==> src/rtl/nios_send_rx_pkg.sv <==
// nios_send_pkg: status word field positions and DEPTH legality check shared by the Nios send receiver.
package nios_send_pkg;
   localparam int ST_DROP_LSB = 24;
   localparam int ST_ADDR_LSB = 16;
   localparam int ST_ACC_LSB  = 8;
   localparam int ST_OVF_BIT  = 4;
   localparam int ST_LVL_LSB  = 0;

   function automatic bit depth_ok(input int d);
      return (d == 2) || (d == 4) || (d == 8);
   endfunction
endpackage

==> src/rtl/nios_send_rx_fifo.sv <==
// nios_send_fifo: synchronous first-word fall-through FIFO with push, pop, full, empty and level.
module nios_send_fifo #(
   parameter int W     = 40,
   parameter int DEPTH = 4
)(
   input  logic                       clk,
   input  logic                       reset,
   input  logic                       i_push,
   input  logic [W-1:0]               i_din,
   input  logic                       i_pop,
   output logic [W-1:0]               o_dout,
   output logic                       o_full,
   output logic                       o_empty,
   output logic [$clog2(DEPTH):0]     o_level
);
   localparam int PW = $clog2(DEPTH);
   localparam int LW = PW + 1;

   logic [W-1:0]  r_mem [DEPTH];
   logic [PW-1:0] r_wr;
   logic [PW-1:0] r_rd;
   logic [LW-1:0] r_level;
   logic          w_push;
   logic          w_pop;

   assign o_full  = r_level == LW'(DEPTH);
   assign o_empty = r_level == '0;
   assign o_level = r_level;
   assign o_dout  = r_mem[r_rd];
   assign w_pop   = i_pop && !o_empty;
   assign w_push  = i_push && (!o_full || w_pop);

   // Storage, pointers wrapping modulo DEPTH, and level; reset discards every entry.
   always_ff @(posedge clk) begin
      if (reset) begin
         r_wr    <= '0;
         r_rd    <= '0;
         r_level <= '0;
         for (int i = 0; i < DEPTH; i++) r_mem[i] <= '0;
      end else begin
         if (w_push) begin
            r_mem[r_wr] <= i_din;
            r_wr        <= r_wr + PW'(1);
         end
         if (w_pop) r_rd <= r_rd + PW'(1);
         r_level <= r_level + LW'(w_push) - LW'(w_pop);
      end
   end
endmodule

==> src/rtl/nios_send_rx.sv <==
// nios_send_rx: turns Nios ack-toggle sends into a FIFO-buffered packet stream with a status word.
// Define NIOS_SEND_RX_DROPCNT_EN to enable the saturating drop counter and overflow sticky bit.
module nios_send_rx
   import nios_send_pkg::*;
#(
   parameter int ADDR_W = 8,
   parameter int DATA_W = 32,
   parameter int DEPTH  = 4
)(
   input  logic              clk,
   input  logic              reset,
   input  logic [ADDR_W-1:0] send_addr,
   input  logic [DATA_W-1:0] send_data,
   input  logic              ack_in,
   output logic              pkt_valid,
   input  logic              pkt_ready,
   output logic [ADDR_W-1:0] pkt_addr,
   output logic [DATA_W-1:0] pkt_data,
   output logic [31:0]       status_out
);
   localparam int LW = $clog2(DEPTH) + 1;
   localparam int W  = ADDR_W + DATA_W;

   if (!depth_ok(DEPTH)) begin : g_bad_depth
      $error("nios_send_rx: DEPTH must be 2, 4 or 8");
   end

   logic          r_ack_prev;
   logic [31:0]   r_status;
   logic [31:0]   w_status_nxt;
   logic          w_event;
   logic          w_pop;
   logic          w_push;
   logic          w_full;
   logic          w_empty;
   logic [LW-1:0] w_level;
   logic [LW-1:0] w_level_nxt;
   logic [W-1:0]  w_head;
   logic [7:0]    w_addr8;

   assign w_event     = !reset && (ack_in != r_ack_prev);
   assign pkt_valid   = !reset && !w_empty;
   assign w_pop       = pkt_valid && pkt_ready;
   assign w_push      = w_event && (!w_full || w_pop);
   assign w_level_nxt = w_level + LW'(w_push) - LW'(w_pop);
   assign w_addr8     = 8'(send_addr);
   assign {pkt_addr, pkt_data} = reset ? '0 : w_head;
   assign status_out  = reset ? '0 : r_status;

`ifdef NIOS_SEND_RX_DROPCNT_EN
   logic w_drop;
   assign w_drop = w_event && w_full && !w_pop;
`endif

   nios_send_fifo #(.W(W), .DEPTH(DEPTH)) u_fifo (
      .clk     (clk),
      .reset   (reset),
      .i_push  (w_push),
      .i_din   ({send_addr, send_data}),
      .i_pop   (w_pop),
      .o_dout  (w_head),
      .o_full  (w_full),
      .o_empty (w_empty),
      .o_level (w_level)
   );

   // Next status word reflects the state after this cycle's push/pop/drop.
   always_comb begin
      w_status_nxt = '0;
      w_status_nxt[ST_ADDR_LSB +: 8] = w_push ? w_addr8 : r_status[ST_ADDR_LSB +: 8];
      w_status_nxt[ST_ACC_LSB +: 8]  = r_status[ST_ACC_LSB +: 8] + 8'(w_push);
      w_status_nxt[ST_LVL_LSB +: 4]  = 4'(w_level_nxt);
`ifdef NIOS_SEND_RX_DROPCNT_EN
      w_status_nxt[ST_DROP_LSB +: 8] = r_status[ST_DROP_LSB +: 8] + 8'(w_drop && r_status[ST_DROP_LSB +: 8] != 8'hFF);
      w_status_nxt[ST_OVF_BIT]       = r_status[ST_OVF_BIT] | w_drop;
`endif
   end

   // Ack history tracks ack_in even in reset, so a held level never looks like a send.
   always_ff @(posedge clk) begin
      r_ack_prev <= ack_in;
      r_status   <= reset ? '0 : w_status_nxt;
   end
endmodule

==> config.mk <==
export PLATFORM = sky130hd
export DESIGN_NAME = nios_send_rx
export DESIGN_NICKNAME = d
export VERILOG_FILES = /design/src/rtl/nios_send_rx_pkg.sv /design/src/rtl/nios_send_rx_fifo.sv /design/src/rtl/nios_send_rx.sv
export SDC_FILE = /design/constraint.sdc
export NUM_CORES = 1
export LEC_CHECK = 0
export CAP_MARGIN = 30
export CORE_AREA = 2 2 144 146
export DETAILED_ROUTE_END_ITERATION = 6
export DIE_AREA = 0 0 146 148
export PLACE_DENSITY = 0.66
export SYNTH_ARGS = -nofsm -noshare
export SYNTH_HDL_FRONTEND = slang
export SYNTH_HIERARCHICAL = 1
export SYNTH_SLANG_ARGS = --single-unit
==> constraint.sdc <==
create_clock -name clk -period 10.1 [get_ports clk]
set_clock_uncertainty 0.05 [all_clocks]
set_input_delay 2.02 -clock clk [delete_from_list [all_inputs] [get_ports clk]]
set_output_delay 2.02 -clock clk [all_outputs]
set_load 0.03 [all_outputs]
==> results of run 1 <==
[power by group]
part | leakage, nW | switching, mW | internal, mW
registers | 1.90 | 0.0322 | 0.915
logic | 1.65 | 0.174 | 0.153
clock network | 0.268 | 0.274 | 0.360
total | 3.81 | 0.480 | 1.43
[worst max-delay path, delay by kind of cell]
kind / cells / cell delay, ns
buffers and inverters: 3 / 1.12
AND/OR/NAND/NOR: 1 / 0.25
[cell type report]
class / count / area (µm²) / area share [%]
Inverter: 12 / 45.0 / 0.426
Tap cell: 270 / 338 / 3.19
Multi-Input combinational cell: 362 / 3100 / 29.3
Clock inverter: 14 / 128 / 1.21
Sequential cell: 189 / 5390 / 50.9
Clock buffer: 18 / 429 / 4.06
Timing Repair Buffer: 113 / 1150 / 10.9
[sequential cells by signal, summed over array words and instances (netlist names), named ones only]
| register | flops |
|---|---|
| r_status | 19 |
| u_fifo/o_level | 3 |
| u_fifo/r_mem | 160 |
| u_fifo/r_rd | 2 |
| r_ack_prev | 1 |
| u_fifo/r_wr | 2 |
[cell usage after synthesis, types with 2 or more instances]
cell	count	area (µm²)
and2_1	161	1010
and3_1	2	12.5
buf_2	11	55.1
buf_4	13	97.6
buf_6	16	180
clkbuf_1	7	26.3
dfxtp_1	29	581
edfxtp_1	160	4800
fa_1	2	40.0
ha_1	6	75.1
inv_1	12	45.0
mux2_2	10	113
mux4_2	40	901
nand2_1	3	11.3
nand3_1	5	25.0
nor2_1	12	45.0
nor2b_1	75	469
nor4_4	2	42.5
nor4b_4	2	47.6
o21ai_0	3	15.0
o31ai_1	2	15.0
or3_1	2	12.5
xnor2_1	6	52.6
xor2_1	3	26.3
[logic make-up (layout without fill, tap and decap cells)]
| logic type | Yosys count | in the layout | synth area share, % |
|---|---|---|---|
| AND/OR/NAND/NOR | 271 | 271 | 19.7 |
| flip-flops | 189 | 189 | 61.0 |
| buffers and inverters | 59 | 157 | 4.58 |
| multiplexers | 51 | 51 | 11.6 |
| AO/OA/AOI/OAI | 10 | 10 | 0.851 |
| XOR/XNOR | 9 | 9 | 0.894 |
| adder cells (fa/ha/maj) | 8 | 8 | 1.30 |
| other | 1 | 13 | 0.0425 |
[routing by layer]
metal  track usage, %  share of wire [%]  vias up
li1                 -                  -     2278
met1             22.4                 43     2476
met2             29.1                 51      116
met3             3.92                4.7       16
met4             5.44                1.2        0
met5                0                  0        -
[worst min-delay path by stage]
stage	slack [ns]	from	to	cells past startpoint
after floorplan	0.41	u_fifo/r_rd[1]	flop	2
after global placement	0.42	u_fifo/r_rd[1]	flop	2
after detailed placement	0.45	u_fifo/r_rd[1]	flop	2
after CTS	0.46	u_fifo/r_rd[1]	flop	2
after global routing	0.49	u_fifo/r_rd[1]	flop	2
final	0.44	u_fifo/r_rd[1]	flop	2
==> run_results.csv, run 1 <==
group,metric,value,unit
floorplanning,ios,117,
timing,setup_viol,0,
route,wl_per_cell,18.4,µm
critical_path,worstReg2RegStart,"u_fifo/o_level[1]",
timing,tightest_slew,0.890,ns
clock_tree,cts_resized,0,
layout,mostFrequentLayoutCells,"and2_1, edfxtp_1, clkdlybuf4s50_1",
route,via_per_inst,5.00,
yosys,synth-main-ff-cell,"edfxtp_1",
route,num_vias,4886,
place,port_buffers,103,
clock_tree,cts_htree_levels,4,
critical_path,crit_path_end,"pkt_data[2]",
place,dp_cells,945,
place,hpwl,10.4,mm
global_routing,antenna_found_initial,0,
job,cap_violations,0,
timing,slew_headroom,40.6,%
floorplanning,start_util,44.0,%
timing,rsz0062_at_grt,"false",
layout,fillers,1711,
global_routing,grt_pass1_vias,5158,
pwr,cellPowerDensity,180,nW/µm²
yosys,ys_seq_elements,189,
global_routing,track_usage,17.3,%
route,routed_wl,18.0,mm
global_routing,grt_max_degree,95,
yosys,async_reset_ff_share,0,%
timing,fin_crit,5.50,ns
timing,fin_crit_sh,54.5,%
layout,drive_above_1_share,14.7,%
yosys,synthCells,598,
critical_path,reg2reg_to,"u_fifo/r_mem[0][39]",
clock_tree,cts_sinks,189,
timing,max_freq,182,MHz
critical_path,cpPeakStageDelay,0.72,ns
floorplanning,die_y,148,µm
yosys,avgSynthCellArea,14.8,µm²
min_path,min_path_type,"flop to flop",
place,place_congestion,0.736,
critical_path,crit_chain,"buf_4, buf_16, nor2b_1, clkdlybuf4s50_1",
clock_tree,cts_hold_buf,0,
critical_path,critPathArrivalTime,3.43,ns
yosys,ys_seq_area_share,61.0,%
yosys,synth_edf_count,160,
yosys,ys_warn_count,6,
critical_path,ff2ff_setup_slack,6.57,ns
critical_path,slowest_stage,"clkdlybuf4s50_1",
clock_tree,clk_pin_slew,0.07,ns
layout,area_growth,20.0,%
layout,antenna_cells,0,
critical_path,startpoint,"reset",
timing,finalMaxSlewViolations,0,
clock_tree,cts_setup_buffers,0,
timing,fin_hold_ws,0.443,ns
floorplanning,placement_rows,52,
clock_tree,cts_tree,"built",
clock_tree,insertion_delay,0.42,ns
outcome,status,"finished clean",
global_routing,overflow,0,
critical_path,required,8.03,ns
pwr,power.total,1.91,mW
layout,final_common_cell,"and2_1",
timing,hold_viol,0,
floorplanning,die-area,21600,µm²
critical_path,worstSetupStartpointType,"input pin",
critical_path,critPathMaxFanout,83,
place,pre_cts_slack,4.32,ns
layout,finish.net_count,747,
layout,fin_util,52.8,%
route,drt_iter0_markers,326,
critical_path,critPathCaptureType,"output pin",
critical_path,critPathKind,"input pin to output pin",
timing,timing.final.ws_setup,4.60,ns
critical_path,ff2ff_path_depth,8,
route,remaining_drc_errors,0,
route,first_pass_iters,4,
clock_tree,clockBufferDepth,2,
clock_tree,cts_root_buf,"clkbuf_16",
clock_tree,cts_inserted_buffers,17,
pwr,ir_worst_vdd,0.104,mV
timing,timing.setup.tns,0,ns
yosys,yosysUniqueCellTypes,38,
global_routing,grt_pass1_wl,28.0,mm
yosys,synthesis.area,8820,µm²
pwr,leakagePower,3.81,nW
layout,final_area,10600,µm²
floorplanning,core,20000,µm²
route,ant_nets,0,
floorplanning,fp.dieW,146,µm
layout,fin_cells,978,
place,placed_area,10000,µm²
Power figures use the tool's default switching activity.
==> run 2, diff against run 1 <==
--- a/config.mk
+++ b/config.mk
@@ -9,7 +9,7 @@
 export CORE_AREA = 2 2 144 146
 export DETAILED_ROUTE_END_ITERATION = 6
 export DIE_AREA = 0 0 146 148
-export PLACE_DENSITY = 0.66
+export PLACE_DENSITY = 0.69
 export SYNTH_ARGS = -nofsm -noshare
 export SYNTH_HDL_FRONTEND = slang
 export SYNTH_HIERARCHICAL = 1
==> constraint.sdc (replaced) <==
create_clock -name clk -period 4.5 [get_ports clk]
set_clock_uncertainty 0.05 [all_clocks]
set_input_delay 0.9 -clock clk [delete_from_list [all_inputs] [get_ports clk]]
set_output_delay 0.9 -clock clk [all_outputs]
set_load 0.03 [all_outputs]
==> run_results.csv, run 2 (same netlist as run 1, synthesis figures left out) <==
group,metric,value,unit
timing,max_freq,268,MHz
critical_path,slowest_stage,"dfxtp_4",
clock_tree,cts_hold_buf,0,
critical_path,ff2ff_path_depth,8,
route,wl_per_cell,18.1,µm
timing,tightest_slew,0.855,ns
route,first_pass_iters,5,
route,remaining_drc_errors,0,
place,dp_cells,952,
pwr,power.total,4.35,mW
global_routing,grt_max_degree,94,
route,ant_nets,0,
floorplanning,ios,117,
layout,largest_reg_flops,160,
clock_tree,clockBufferDepth,2,
timing,fin_crit_sh,82.9,%
global_routing,overflow,0,
place,placed_area,10100,µm²
critical_path,cp_top_family,"flip-flops",
floorplanning,core,20000,µm²
min_path,hold_depth,2,
critical_path,critPathKind,"flop to output pin",
global_routing,track_usage,17.0,%
critical_path,worst-path-buf-inv,1,
min_path,hp-start,"u_fifo/r_rd[1]",
critical_path,reg2reg_to,"u_fifo/r_mem[0][30]",
clock_tree,clk_pin_slew,0.06,ns
timing,timing.setup.tns,0,ns
timing,fin_crit,3.73,ns
global_routing,antenna_found_initial,0,
floorplanning,fp.dieW,146,µm
global_routing,grt_pass1_wl,27.8,mm
pwr,ir_worst_vdd,0.258,mV
critical_path,required,3.55,ns
layout,mostFrequentLayoutCells,"and2_1, edfxtp_1, clkdlybuf4s50_1",
floorplanning,placement_rows,52,
job,cap_violations,0,
critical_path,ff2ff_setup_slack,1.38,ns
layout,drive_above_1_share,15.1,%
critical_path,worstSetupStartpointType,"flop",
critical_path,critPathMaxFanout,40,
layout,final_area,10600,µm²
floorplanning,start_util,44.0,%
global_routing,grt_pass1_vias,5223,
critical_path,crit_chain,"mux4_2, nor2b_1, clkdlybuf4s50_1",
layout,area_growth,20.7,%
route,via_per_inst,4.96,
outcome,status,"finished clean",
floorplanning,die-area,21600,µm²
timing,setup_viol,0,
clock_tree,cts_root_buf,"clkbuf_16",
clock_tree,cts_inserted_buffers,17,
route,num_vias,4876,
clock_tree,cts_htree_levels,4,
clock_tree,cts_resized,0,
timing,rsz0062_at_grt,"false",
timing,finalMaxSlewViolations,0,
clock_tree,cts_setup_buffers,0,
floorplanning,die_y,148,µm
clock_tree,cts_sinks,189,
clock_tree,cts_tree,"built",
pwr,leakagePower,3.85,nW
critical_path,cpPeakStageDelay,0.92,ns
critical_path,worstReg2RegStart,"u_fifo/o_level[1]",
place,place_congestion,0.749,
place,port_buffers,103,
critical_path,critPathCaptureType,"output pin",
min_path,min_path_type,"flop to flop",
layout,fin_cells,984,
timing,hold_viol,0,
clock_tree,insertion_delay,0.43,ns
pwr,cellPowerDensity,409,nW/µm²
timing,slew_headroom,43.0,%
route,drt_iter0_markers,295,
route,routed_wl,17.8,mm
layout,final_common_cell,"and2_1",
critical_path,critPathArrivalTime,2.78,ns
layout,finish.net_count,753,
layout,antenna_cells,0,
place,hpwl,10.7,mm
layout,top_register,"u_fifo/r_mem",
## run 2: report_power, final
group / total (mW) / switching (mW) / internal [mW]
combinational: 0.741 / 0.387 / 0.354
sequential: 2.13 / 0.0738 / 2.05
clock: 1.48 / 0.620 / 0.863
## run 2: metrics by stage
| stage | setup slack (ns) | hold WS, ns | util, % |
|---|---|---|---|
| final | 0.769 | 0.440 | 53.1 |
| after global placement | 0.759 | 0.416 | 50.2 |
| after floorplan | 0.197 | 0.409 | - |
| after detailed placement | 0.712 | 0.426 | 50.2 |
| after global routing | 0.607 | 0.458 | 53.1 |
| after CTS | 0.699 | 0.437 | 53.1 |
## run 2: worst reg2reg max path, cell delays in order (launching register included)
cell and delay, ns:
dfxtp_1 0.51, nor3_1 0.17, nand2b_4 0.18, a21oi_4 0.33, nor2b_1 0.39, inv_1 0.23, nor4b_4 0.30, or2_2 0.39
buf_12 0.27
## run 2: worst max-delay path by stage
stage | slack [ns] | start | to | cells past startpoint
after floorplan | 0.20 | reset | u_fifo/r_mem[1][0] | 5
after global placement | 0.76 | pkt_ready | u_fifo/r_mem[0][20] | 8
after detailed placement | 0.71 | pkt_ready | u_fifo/r_mem[0][20] | 8
after CTS | 0.70 | flop | pkt_addr[7] | 3
after global routing | 0.61 | flop | pkt_addr[7] | 3
final | 0.77 | flop | pkt_addr[7] | 3
## run 2: area by class of cell
type / instances / area, µm²
Multi-Input combinational cell: 362 / 3100
Clock inverter: 14 / 151
Tap cell: 270 / 338
Fill cell: 1712 / 9400
Clock buffer: 18 / 429
Inverter: 12 / 45.0
Sequential cell: 189 / 5390
Timing Repair Buffer: 119 / 1190
## run 2: layer usage
layer	part of all wire, %	track usage [%]	vias to the layer above	wire length, µm
li1	-	-	2285	-
met1	41	20.2	2448	7330
met2	52	30.6	129	9290
met3	5.7	3.77	14	1010
met4	0.94	5.73	0	167
met5	0	0	-	0
==> run 3, diff against run 2 <==
==> constraint.sdc (replaced) <==
create_clock -name clk -period 3 [get_ports clk]
set_clock_uncertainty 0.05 [all_clocks]
set_input_delay 0.6 -clock clk [delete_from_list [all_inputs] [get_ports clk]]
set_output_delay 0.6 -clock clk [all_outputs]
set_load 0.03 [all_outputs]
==> run_results.csv, run 3 (same netlist as run 1, synthesis figures left out) <==
group,metric,value,unit
outcome,status,"finished clean",
global_routing,grt_max_degree,42,
clock_tree,cts_inserted_buffers,17,
timing,fin_crit,2.92,ns
timing,hold_viol,0,
pwr,leakagePower,4.27,nW
pwr,share_comb_of_total_power,18.1,%
route,wl_per_cell,18.4,µm
timing,max_freq,343,MHz
critical_path,critPathArrivalTime,2.27,ns
pwr,cellPowerDensity,615,nW/µm²
pwr,p_seq_share,47.1,%
job,cap_violations,0,
floorplanning,fp.dieW,146,µm
critical_path,worstSetupStartpointType,"flop",
layout,area_growth,24.1,%
global_routing,grt_pass1_vias,5379,
layout,finish.net_count,760,
critical_path,critPathKind,"flop to output pin",
clock_tree,clk_pin_slew,0.07,ns
critical_path,critPathMaxFanout,15,
critical_path,required,2.35,ns
clock_tree,cts_htree_levels,4,
timing,rsz0062_at_grt,"false",
layout,final_area,10900,µm²
layout,largest_reg_flops,160,
global_routing,grt_pass1_wl,29.0,mm
clock_tree,cts_hold_buf,0,
global_routing,track_usage,17.6,%
timing,timing.setup.tns,0,ns
clock_tree,cts_root_buf,"clkbuf_16",
timing,timing.final.ws_setup,0.0822,ns
layout,fin_cells,991,
floorplanning,ios,117,
place,placed_area,10300,µm²
floorplanning,placement_rows,52,
timing,finalMaxSlewViolations,0,
timing,fin_hold_ws,0.483,ns
clock_tree,cts_sinks,189,
layout,top_register,"u_fifo/r_mem",
place,place_congestion,0.742,
clock_tree,clockBufferDepth,2,
floorplanning,die-area,21600,µm²
floorplanning,start_util,44.0,%
clock_tree,insertion_delay,0.42,ns
route,drt_iter0_markers,222,
critical_path,critPathCaptureType,"output pin",
timing,setup_viol,0,
place,hpwl,11.0,mm
min_path,min_path_type,"flop to flop",
route,routed_wl,18.3,mm
route,ant_nets,0,
pwr,p_int,5.00,mW
route,remaining_drc_errors,0,
global_routing,overflow,0,
critical_path,ff2ff_setup_slack,0.46,ns
route,num_vias,4944,
layout,mostFrequentLayoutCells,"and2_1, edfxtp_1, clkdlybuf4s50_1",
route,via_per_inst,4.99,
pwr,swShare,25.7,%
clock_tree,cts_tree,"built",
route,first_pass_iters,4,
floorplanning,die_y,148,µm
place,port_buffers,103,
pwr,p_sw,1.73,mW
pwr,p_clk_share,34.8,%
layout,fillers,1660,
pwr,ir_worst_vdd,0.378,mV
global_routing,antenna_found_initial,0,
timing,fin_crit_sh,97.3,%
place,pre_cts_slack,0.0745,ns
floorplanning,core,20000,µm²
place,dp_cells,958,
layout,antenna_cells,0,
layout,drive_above_1_share,17.8,%
-- run 3: changes by cell type in the layout (fill, tap and decap cells not counted), moves of 2 or more --
cell             previous run  this run
buf_12                      3        13
buf_4                      14        12
clkdlybuf4s50_1           102        80
clkinv_1                    5         0
inv_6                       0         5
dlymetal6s2s_1              0        20
inv_8                       0         2
clkinv_2                    2         0
-- run 3: layer usage --
metal / GRT usage (%) / up-vias / part of all wire (%)
met3: 4.63 / 13 / 5.6
met5: 0 / - / 0
met2: 30.5 / 142 / 52
li1: - / 2315 / -
met1: 21.9 / 2474 / 42
met4: 5.39 / 0 / 0.91
-- run 3: layout make-up --
cell class	instances	area [µm²]	share of cell area, %
Clock buffer	17	425	3.89
Multi-Input combinational cell	362	3140	28.7
Inverter	12	45.0	0.412
Clock inverter	15	198	1.81
Tap cell	270	338	3.09
Timing Repair Buffer	126	1410	12.9
Sequential cell	189	5390	49.3
-- run 3: stage by stage --
step | util, % | power, mW
after detailed placement | 51.2 | 4.46
after floorplan | - | 4.03
after CTS | 54.4 | 6.82
after global placement | 51.2 | 4.43
final | 54.6 | 6.73
after global routing | 54.6 | 7.03
-- run 3: power by group through the flow --
stage	combinational, mW	clock (mW)	sequential, mW
2_1_floorplan	0.833	0	3.20
3_3_place_gp	1.20	0	3.22
3_5_place_dp	1.23	0	3.23
4_1_cts	1.24	2.40	3.17
5_1_grt	1.31	2.53	3.19
6_report	1.22	2.34	3.17
-- run 3: critical path, stage by stage, from the launching register on --
cell and delay (ns):
dfxtp_4 0.42, buf_12 0.20, mux4_2 0.50, nor2b_1 0.14, clkdlybuf4s50_1 0.59
-- run 3: what timing repair did --
action | in CTS | in global routing
cloned | 0 | 0
setup endpoints to repair | 32 | 20
resized for setup | 1 | 20
setup buffers | 1 | 0
-- run 3: path summary, 6_finish.rpt --
check | endpoint | depth (start not counted) | start
worst max-delay path | pkt_data[15] | 4 | flop
worst min-delay path | r_status[15] | 2 | r_status[15]
worst max register to register | u_fifo/o_level[2] | 11 | u_fifo/o_level[1]
worst min register to register | r_status[15] | 2 | r_status[15]
